--- config.mk ---
export PLATFORM = sky130hd
export DESIGN_NAME = adc_dual_frame_reader
export DESIGN_NICKNAME = d
export VERILOG_FILES = /design/src/rtl/adc_dual_frame_reader.sv
export SDC_FILE = /design/constraint.sdc
export NUM_CORES = 1
export LEC_CHECK = 0
export CAP_MARGIN = 20
export CORE_AREA = 2 2 102 104
export DETAILED_ROUTE_END_ITERATION = 10
export DIE_AREA = 0 0 104 106
export GPL_TIMING_DRIVEN = 0
export HOLD_SLACK_MARGIN = 0.08
export SYNTH_ARGS = -nofsm -noshare
export SYNTH_HDL_FRONTEND = slang
export SYNTH_SLANG_ARGS = --single-unit
--- constraint.sdc ---
create_clock -name clk -period 2.1 [get_ports clk]
set_input_delay 0.42 -clock clk [delete_from_list [all_inputs] [get_ports clk]]
set_output_delay 0.42 -clock clk [all_outputs]
set_load 0.05 [all_outputs]
--- src/rtl/adc_dual_frame_reader.sv ---
// adc_dual_frame_reader: SPI master that reads two back-to-back ADC conversions per
// chip-select frame and presents them as registered parallel samples.
module adc_dual_frame_reader #(
  parameter int ADC_WIDTH = 12,
  parameter int LEAD      = 4,
  parameter int GAP       = 5,
  parameter int CLK_DIV   = 2,
  parameter int CS_IDLE   = 4
) (
  input  logic                 clk,
  input  logic                 rst,
  input  logic                 en,
  input  logic                 din,
  output logic                 cs,
  output logic                 sck,
  output logic [ADC_WIDTH-1:0] sample_a,
  output logic [ADC_WIDTH-1:0] sample_b,
  output logic                 sample_valid,
  output logic                 sample_mismatch,
  output logic                 busy
);
  localparam int N  = LEAD + ADC_WIDTH + GAP + ADC_WIDTH + 1;
  localparam int CW = $clog2(N);
  localparam int DW = $clog2(CLK_DIV + 1);
  localparam int HW = $clog2(CS_IDLE + 1);
  localparam logic [CW-1:0] CNT_LAST  = CW'(N - 1);
  localparam logic [CW-1:0] A_LO      = CW'(LEAD);
  localparam logic [CW-1:0] A_HI      = CW'(LEAD + ADC_WIDTH - 1);
  localparam logic [CW-1:0] B_LO      = CW'(LEAD + ADC_WIDTH + GAP);
  localparam logic [CW-1:0] B_HI      = CW'(LEAD + 2 * ADC_WIDTH + GAP - 1);
  localparam logic [DW-1:0] DIV_LAST  = DW'(CLK_DIV - 1);
  localparam logic [HW-1:0] HOLD_LAST = HW'(CS_IDLE - 1);

  typedef enum logic [1:0] {IDLE, CS_SETUP, SHIFT, CS_HOLD} state_t;

  state_t               state_q, state_d;
  logic [DW-1:0]        div_q, div_d;
  logic [CW-1:0]        cnt_q, cnt_d;
  logic [HW-1:0]        hold_q, hold_d;
  logic                 ph_q, ph_d;
  logic [ADC_WIDTH-1:0] a_sr_q, a_sr_d, b_sr_q, b_sr_d;
  logic [ADC_WIDTH-1:0] sample_a_q, sample_a_d, sample_b_q, sample_b_d;
  logic                 valid_q, valid_d, mismatch_q, mismatch_d;
  logic                 cs_q, cs_d, sck_q, sck_d, busy_q, busy_d;
  logic                 div_end;

  assign div_end = div_q == DIV_LAST;

  // ph_q is the sck phase inside SHIFT: 0 = low half, 1 = high half
  always_comb begin
    state_d    = state_q;
    div_d      = div_q;
    cnt_d      = cnt_q;
    hold_d     = hold_q;
    ph_d       = ph_q;
    a_sr_d     = a_sr_q;
    b_sr_d     = b_sr_q;
    sample_a_d = sample_a_q;
    sample_b_d = sample_b_q;
    valid_d    = 1'b0;
    mismatch_d = mismatch_q;
    case (state_q)
      IDLE: begin
        div_d = '0;
        if (en) state_d = CS_SETUP;
      end
      CS_SETUP: begin
        div_d = div_end ? '0 : div_q + 1'b1;
        if (div_end) begin
          state_d = SHIFT;
          ph_d    = 1'b0;
          cnt_d   = '0;
        end
      end
      SHIFT: begin
        div_d = div_end ? '0 : div_q + 1'b1;
        if (div_end) begin
          ph_d = !ph_q;
          if (!ph_q) begin
            if (cnt_q >= A_LO && cnt_q <= A_HI) a_sr_d = {a_sr_q[ADC_WIDTH-2:0], din};
            if (cnt_q >= B_LO && cnt_q <= B_HI) b_sr_d = {b_sr_q[ADC_WIDTH-2:0], din};
          end else if (cnt_q == CNT_LAST) begin
            state_d    = CS_HOLD;
            hold_d     = '0;
            sample_a_d = a_sr_q;
            sample_b_d = b_sr_q;
            valid_d    = 1'b1;
            mismatch_d = a_sr_q != b_sr_q;
          end else begin
            cnt_d = cnt_q + 1'b1;
          end
        end
      end
      default: begin
        hold_d = (hold_q == HOLD_LAST) ? hold_q : hold_q + 1'b1;
        if (hold_q == HOLD_LAST) state_d = en ? CS_SETUP : IDLE;
      end
    endcase
    cs_d   = !(state_d == CS_SETUP || state_d == SHIFT);
    sck_d  = !(state_d == SHIFT && !ph_d);
    busy_d = state_d != IDLE;
  end

  always_ff @(posedge clk or posedge rst) begin
    if (rst) begin
      state_q    <= IDLE;
      div_q      <= '0;
      cnt_q      <= '0;
      hold_q     <= '0;
      ph_q       <= 1'b0;
      a_sr_q     <= '0;
      b_sr_q     <= '0;
      sample_a_q <= '0;
      sample_b_q <= '0;
      valid_q    <= 1'b0;
      mismatch_q <= 1'b0;
      cs_q       <= 1'b1;
      sck_q      <= 1'b1;
      busy_q     <= 1'b0;
    end else begin
      state_q    <= state_d;
      div_q      <= div_d;
      cnt_q      <= cnt_d;
      hold_q     <= hold_d;
      ph_q       <= ph_d;
      a_sr_q     <= a_sr_d;
      b_sr_q     <= b_sr_d;
      sample_a_q <= sample_a_d;
      sample_b_q <= sample_b_d;
      valid_q    <= valid_d;
      mismatch_q <= mismatch_d;
      cs_q       <= cs_d;
      sck_q      <= sck_d;
      busy_q     <= busy_d;
    end
  end

  assign cs              = cs_q;
  assign sck             = sck_q;
  assign sample_a        = sample_a_q;
  assign sample_b        = sample_b_q;
  assign sample_valid    = valid_q;
  assign sample_mismatch = mismatch_q;
  assign busy            = busy_q;
endmodule

# Word level (Yosys, flattened, before mapping)

Cells that the tools add are included.

Output and inout port bits: 29
Bits in registers: 67
Word-level logic and storage cells: 83
Bits of input ports: 4

$add $sub $neg: 3
Magnitude comparators: 4
Eq/ne operators: 14
Bitwise logic cells: 2
Multiplexer cells: 27
Reductions and logical operators: 19

Operator list:

| operator              | count |
|---|---|
| $mux W6               | 4 |
| $mux W2               | 7 |
| $mux W3               | 4 |
| $ne A12 B12 Y1        | 1 |
| $pmux W6 S2           | 1 |
| $reduce_and A4 Y1     | 3 |
| $ne A2 B2 Y1 const B  | 5 |
| $reduce_and A5 Y1     | 2 |
| $mux W1               | 7 |
| $add A6 B1 Y6 const B | 1 |
| $eq A2 B1 Y1 const B  | 3 |
| $eq A6 B6 Y1 const B  | 1 |
| $ge A6 B3 Y1 const B  | 1 |
| $ge A6 B5 Y1 const B  | 1 |
| $le A6 B4 Y1 const B  | 1 |
| $le A6 B6 Y1 const B  | 1 |
| $pmux W2 S3           | 1 |
| $pmux W3 S2           | 1 |
| $reduce_bool A2 Y1    | 3 |
| $eq A2 B2 Y1 const B  | 2 |
| $logic_not A1 Y1      | 4 |
| $pmux W2 S2           | 1 |
| $reduce_or A2 Y1      | 2 |
| $add A3 B1 Y3 const B | 1 |
| 8 further kinds       | 11 |

# Longest topological paths before layout

Gate-level depths: netlist (run 1).

Depth after elaboration: 8
Depth in mapped cells: 8
Mapped depth without buffers: 7

# Least setup slack after synthesis (run 1)

Ideal clock, no wire load.

Path kind: flip-flop to flip-flop
Start point: register div_q[0]
End point: register a_sr_q[0]
Setup time: 0.125 ns
Required time: 1.975 ns
Buffers on the path: 1
Period minus slack after synthesis: 2.072 ns
Arrival: 1.947 ns
Cell stages (with the launch flop): 9
Slack: 0.028 ns
Path through: dfrtp_1 -> or2b_1 -> inv_1 -> ha_1 -> nand2_1 -> nor3_1 -> o21ai_0 -> clkbuf_1 -> mux2_2

Word-level cells in the longest chain between the ends: 2

Ends and longest elaborated chain:

| element                            | RTL line | RTL |
|---|---|---|
| start: declaration                 | 37       | `logic [DW-1:0] div_q, div_d;` |
| start signal: assignment           | 122      | `div_q <= div_d;` |
| $eq A2 B1 Y1                       | 47       | `assign div_end = div_q == DIV_LAST;` |
| $reduce_and A4 Y1 (no source line) | --       |  |
| end signal: assignment             | 126      | `a_sr_q <= a_sr_d;` |
| end: declaration                   | 41       | `logic [ADC_WIDTH-1:0] a_sr_q, a_sr_d, b_sr_q, b_sr_d;` |

Every way passes these cells.
A chain may end at the register's enable or synchronous reset.

# Worst setup path after layout (run 1)

Start point: register cnt_q[4]
End point: register hold_q[0]

Word-level cells in the longest chain between the ends: 3

Ends and longest elaborated chain:

| element                            | RTL line | RTL |
|---|---|---|
| start: declaration                 | 38       | `logic [CW-1:0] cnt_q, cnt_d;` |
| start signal: assignment           | 123      | `cnt_q <= cnt_d;` |
| $eq A6 B6 Y1                       | 82       | `end else if (cnt_q == CNT_LAST) begin` |
| $ne A2 B2 Y1 (no source line)      | --       |  |
| $reduce_and A5 Y1 (no source line) | --       |  |
| end signal: assignment             | 124      | `hold_q <= hold_d;` |
| end: declaration                   | 39       | `logic [HW-1:0] hold_q, hold_d;` |

Every way passes these cells.

==> results of run 1 <==
kinds of logic after synthesis:
group / after synthesis / synth area share (%)
buf+inv: 29 / 3.80
compound gates: 46 / 10.3
mux: 43 / 14.2
xor+xnor: 12 / 3.10
flops: 67 / 49.5
simple gates: 90 / 14.3
fa+ha+maj: 13 / 4.80
metal layers:
layer,GRT usage (%),vias up,routed length (um)
met3,4.41,12,347
met4,6.18,0,144
met2,20.5,67,3370
li1,-,1196,-
met5,0,-,0
met1,18.6,1231,3420
worst min path at each step:
stage	from	end	slack, ps	cells after the start
2_1_floorplan	div_q[1]	div_q[1]	450	1
3_3_place_gp	div_q[1]	div_q[1]	470	1
3_5_place_dp	div_q[1]	div_q[1]	480	1
4_1_cts	div_q[1]	div_q[1]	500	1
5_1_grt	div_q[1]	div_q[1]	520	1
6_report	div_q[1]	div_q[1]	500	1
per-stage QoR:
stage	hold WS [ps]	setup WS, ps	util, %	power [mW]	area, um2
final	496	-16.3	42.7	3.69	4270
after CTS	504	-4.25	41.3	3.64	4130
after floorplan	448	0.152	-	2.26	3390
after global routing	522	-67.8	42.7	3.92	4270
after global placement	473	-1210	38.8	2.47	3880
after detailed placement	480	-296	38.8	2.50	3880
cells in the final DEF, fill, tap and decap left out, drive strengths merged, types with 12 or more instances in the layout:
cell           count
xnor2             12
mux2              37
buf               15
clkbuf            21
dfrtp             65
o211ai            14
and3              12
inv               18
a22oi             13
nand2             12
ha                13
clkdlybuf4s50     30
nand3             28
flip-flops by register name, indices dropped and copies added, names as in the netlist:
| name | count |
|---|---|
| a_sr_q | 12 |
| b_sr_q | 12 |
| busy | 1 |
| cnt_q | 6 |
| cs | 1 |
| div_q | 2 |
| hold_q | 3 |
| ph_q | 1 |
| sample_a | 12 |
| sample_b | 12 |
| sample_mismatch | 1 |
| sample_valid | 1 |
| sck | 1 |
| state_q | 2 |
critical path: stages, from the launching register on:
cell	delay, ps
dfrtp_2	470
or4b_4	600
a2111oi_4	320
buf_4	200
buf_6	100
o21ai_4	50
mux2_4	260
power groups by stage:
| stage | combinational [mW] | clock (mW) | sequential [mW] |
|---|---|---|---|
| after floorplan | 0.676 | 0 | 1.58 |
| after global placement | 0.977 | 0 | 1.49 |
| after detailed placement | 1.00 | 0 | 1.50 |
| after CTS | 1.00 | 1.17 | 1.47 |
| after global routing | 1.21 | 1.23 | 1.48 |
| final | 1.09 | 1.13 | 1.47 |
layout make-up:
class,instances,area [um2],area share (%)
flip-flops and latches,67,1680,39.4
inverters,14,55.1,1.29
well taps,136,170,3.99
clock inverters,7,81.3,1.91
repair buffers,44,419,9.82
clock buffers,9,124,2.90
multi-input cells,204,1640,38.5
plain buffers,15,95.1,2.23
repair_timing:
| action | 4_1_cts | 5_1_grt |
|---|---|---|
| buffers inserted | 3 | 8 |
| gates cloned | 1 | 0 |
| pin swaps | 2 | 4 |
| gates resized for setup | 7 | 22 |
| endpoints found under the setup margin | 38 | 46 |
==> out/qor.yml, run 1 <==
grt_max_degree: 68
synth-edff-count: 0
r2r_slack_ps: -20
dp.cells: 468
layoutNonFillerInstCount: 496
root_buffer: "clkbuf_8"
totalWireLength_um: 7280
ys_seq_area_share_pct: 49.5
rows: 37
routed_via_density: 5.05
worst_r2r_endpoint: "hold_q[0]"
cts_made_buffers: 9
syn_inst: 300
first_global_vias: 2469
synthTopCellsByCount: "dfrtp_1, mux2_2, nand3_1"
drc_errors: 0
p_comb_share_pct: 29.6
critPathLaunchType: "flip-flop"
gp_congestion: 0.825
ctsLongestPathBuffers: 2
cellPowerDensity_nw_per_um2: 865
boundaryPins: 33
synthTopCellsByArea: "dfrtp_1, mux2_2, ha_1, nand3_1, o211ai_1"
crit_type: "reg -> reg"
ys_seq_elements: 67
skew_ps: 16.1
cap_violations: 0
synth_top_area_share_pct: 48.0
syn2layout_area_growth_pct: 26.0
rsz0062_at_grt: "yes"
hpwl_um: 4830
violations: "setup timing"
vias: 2506
status: "complete, but fails checks"
finalSetupViolations: 1
timing.final.max_slew_violations: 0
power_leakage_nw: 1.95
crit_fanout: 8
ir_drop_uv: 283
synth_area_per_cell_um2: 11.3
yosysMostFrequentCell: "dfrtp_1"
htree_levels: 3
cts_tree: "done"
num-fill-cells: 997
drtIter0Drc: 161
netSwitchingFraction_pct: 35.7
clock_sinks: 67
syn-num-nets: 317
dieHeight_um: 106
cts.clk_slew.worst_paths_ps: 80
hold_buffers: 0
end_kind: "flip-flop"
n_antenna_cell: 0
yosysTopAreaCell: "dfrtp_1"
switching_power_mw: 1.32
grt_overflow: 0
min-delay-path-class: "reg -> reg"
crit_end: "hold_q[0]"
crit-reg2reg-launch: "cnt_q[4]"
detail-route-antenna-nets: 0
clkPwrFrac_pct: 30.6
ys.warnings.count: 0
layout_min_cycle_time_ps: 2120
finalSetupTns_ps: -16.3
wl_per_cell_um: 14.7
cp.arrival_ps: 2350
async_reset_ff_share_pct: 100
final.setup.worst_slack_ps: -16.3
tightest_slew_ps: 827
finalCritPeriodShare_pct: 101
synth-main-ff-cell: "dfrtp_1"
hold_violations: 0
intPower_mw: 2.38
dieWidth_um: 104
port-buffer-count: 32
max_freq_ghz: 0.473
die_area_um2: 11000
critical_path_required_ps: 2330
synth.distinct_cells: 39
netlist_area_um2: 3390
drt-pass1-iter-count: 4
start_util_pct: 33.9
rr_worst_depth: 6
pwr-share-seq_pct: 39.8
clk_latency_ps: 360
drive_gt1_share_pct: 24.7
cp-startpoint: "cnt_q[4]"
antenna_found_initial: 0
grt_usage_pct: 13.9
grt_pass1_wl_um: 12100
maxSlewHeadroom_pct: 44.8
core_um2: 10000
num-nets-final: 372
Power figures use the tool's default switching activity.
==> run 2: changes to the inputs <==
CELL_PAD_IN_SITES_DETAIL_PLACEMENT = 0   (was unset)
CELL_PAD_IN_SITES_GLOBAL_PLACEMENT = 1   (was unset)
CORE_AREA = 2 2 131 82   (was 2 2 102 104)
DIE_AREA = 0 0 133 84   (was 0 0 104 106)
PLACE_DENSITY_LB_ADDON = 0.1   (was unset)
RECOVER_POWER = 25   (was unset)
==> run 2 against run 1 <==
  * The run now ends clean
  * Core utilization is 0.33 points higher
  * Die area is 1.3% higher
  * Final area is 2.0% higher
  * Critical path type is now reg -> out
  * Via count is 0.80% lower
  * Largest cell class unchanged
  * Highest routed layer unchanged
==> out/qor.yml, run 2 (same netlist as run 1, synthesis figures left out) <==
critical_path_buf_inv_count: 1  # -1
num-fill-cells: 924  # -7.3%
holdWs_ps: 489  # -6.97 ps
cts_made_buffers: 9  # unchanged
core_um2: 10100  # +1.2%
cap_violations: 0  # unchanged
timing.final.max_slew_violations: 0  # unchanged
detail-route-antenna-nets: 0  # unchanged
finalSetupViolations: 0  # -1
rsz0062_at_grt: "no"
skew_ps: 5.40  # -10.7 ps
vias: 2486  # -0.80%
num-nets-final: 367  # -1.3%
root_buffer: "clkbuf_16"
crit_chain: "clkdlybuf4s50_1"
drive_gt1_share_pct: 23.1  # -1.6 points
hpwl_um: 5430  # +13%
boundaryPins: 33  # unchanged
ir_drop_uv: 542  # +91%
start_util_pct: 33.5  # -0.41 points
power_leakage_nw: 1.99  # +1.9%
htree_levels: 3  # unchanged
min-delay-path-class: "reg -> reg"
maxSlewHeadroom_pct: 5.49  # -39 points
syn2layout_area_growth_pct: 28.5
grt_overflow: 0  # unchanged
critical_path_required_ps: 1680  # -650 ps
drc_errors: 0  # unchanged
tightest_slew_ps: 1420  # +590 ps
grt_usage_pct: 15.6  # +1.7 points
clock_sinks: 67  # unchanged
wl_met2_um: 3140  # -6.8%
crit_type: "reg -> out"
wl_per_cell_um: 16.4  # +12%
status: "finished, final reports clean"
gp_congestion: 0.796  # -3.5%
layout_min_cycle_time_ps: 2060  # -55.2 ps
first_global_vias: 2437  # -1.3%
routed_via_density: 5.03  # -0.40%
highest_layer: "met4"
drt-pass1-iter-count: 5  # +1
cp_slowest_stage_delay_ps: 790  # +190 ps
dieWidth_um: 133  # +28%
port-buffer-count: 32  # unchanged
end_kind: "output port"
totalWireLength_um: 8090  # +11%
finalCritPeriodShare_pct: 98.1  # -2.6 points
wl_met3_um: 300  # -14%
critPathLaunchType: "flip-flop"
grt_pass1_wl_um: 13200  # +9.3%
clk_latency_ps: 330  # -30 ps
crit_fanout: 1  # -7
cp_top_family: "buffers and inverters"
cp.arrival_ps: 1640  # -710 ps
rows: 29  # -22%
cts.clk_slew.worst_paths_ps: 60  # -20 ps
die_area_um2: 11200  # +1.3%
mostFrequentLayoutCell: "dfrtp_1"
drtIter0Drc: 270  # +68%
wl_met1_um: 4550  # +33%
slowest_stage: "clkdlybuf4s50_1"
ctsLongestPathBuffers: 2  # unchanged
grt_max_degree: 68  # unchanged
cellPowerDensity_nw_per_um2: 1030  # +19%
antenna_found_initial: 0  # unchanged
n_antenna_cell: 0  # unchanged
final_cell_mix: "dfrtp_1, mux2_2, clkdlybuf4s50_1, nand3_1, o211ai_1"
finalSetupTns_ps: 0  # +16.3 ps
cts_tree: "done"
hold_violations: 0  # unchanged
max_freq_ghz: 0.485  # +2.7%
dieHeight_um: 84  # -21%
-- run 2: cell count changes in the layout (fill, tap and decap cells not counted), moves of 2 or more --
cell,previous run,this run
clkdlybuf4s50_1,30,32
buf_6,6,2
inv_6,4,0
bufinv_16,1,4
clkbuf_8,9,1
clkbuf_16,0,9
-- run 2: layer usage --
layer  GRT usage [%]  vias up
met3            4.61        8
met5               0        -
met2            19.6       64
li1                -     1191
met1            24.3     1223
met4            5.96        0
-- run 2: where the power goes --
| part | internal (mW) | total, mW | switching [mW] |
|---|---|---|---|
| sequential | 1.41 | 1.48 | 0.0699 |
| clock | 1.31 | 1.90 | 0.583 |
| combinational | 0.407 | 1.11 | 0.699 |
| total | 3.13 | 4.48 | 1.35 |
-- run 2: repair_timing --
item                                    CTS  global route
cloned                                    1             0
endpoints found under the setup margin   36            35
pin swaps                                 2             0
buffers inserted                          3             3
resized for setup                         8             7
hold buffers                              0             0
-- run 2: area by class of cell --
type / instances / area, um2 / area share [%]
Inverter: 14 / 52.6 / 1.21
Timing Repair Buffer: 39 / 370 / 8.50
Clock buffer: 10 / 239 / 5.49
Clock inverter: 6 / 136 / 3.13
Buffer: 15 / 86.3 / 1.98
Sequential cell: 67 / 1680 / 38.6
Multi-Input combinational cell: 204 / 1620 / 37.1
Tap cell: 139 / 174 / 3.99
-- run 2: per-stage QoR --
step                std cells  worst slack [ps]  cell area, um2  power, mW  util (%)
floorplan                 300             0.152            3390       2.26         -
global placement          471             -1340            3880       2.54      38.4
detailed placement        471              -401            3890       2.55      38.4
CTS                       491              14.9            4310       4.49      42.6
global route              494              1.49            4360       4.73      43.0
finish                    494              38.9            4360       4.48      43.0
-- run 2: final timing paths --
check,startpoint,end,slack (ps),depth (start not counted)
hold reg to reg,div_q[0],div_q[0],490,1
min in group asynchronous,rst,div_q[0],800,2
setup reg to reg,cnt_q[4],cs,120,5
setup / recovery,cs,cs,40,1
max in group asynchronous,rst,hold_q[2],410,2
hold / removal,div_q[0],div_q[0],490,1
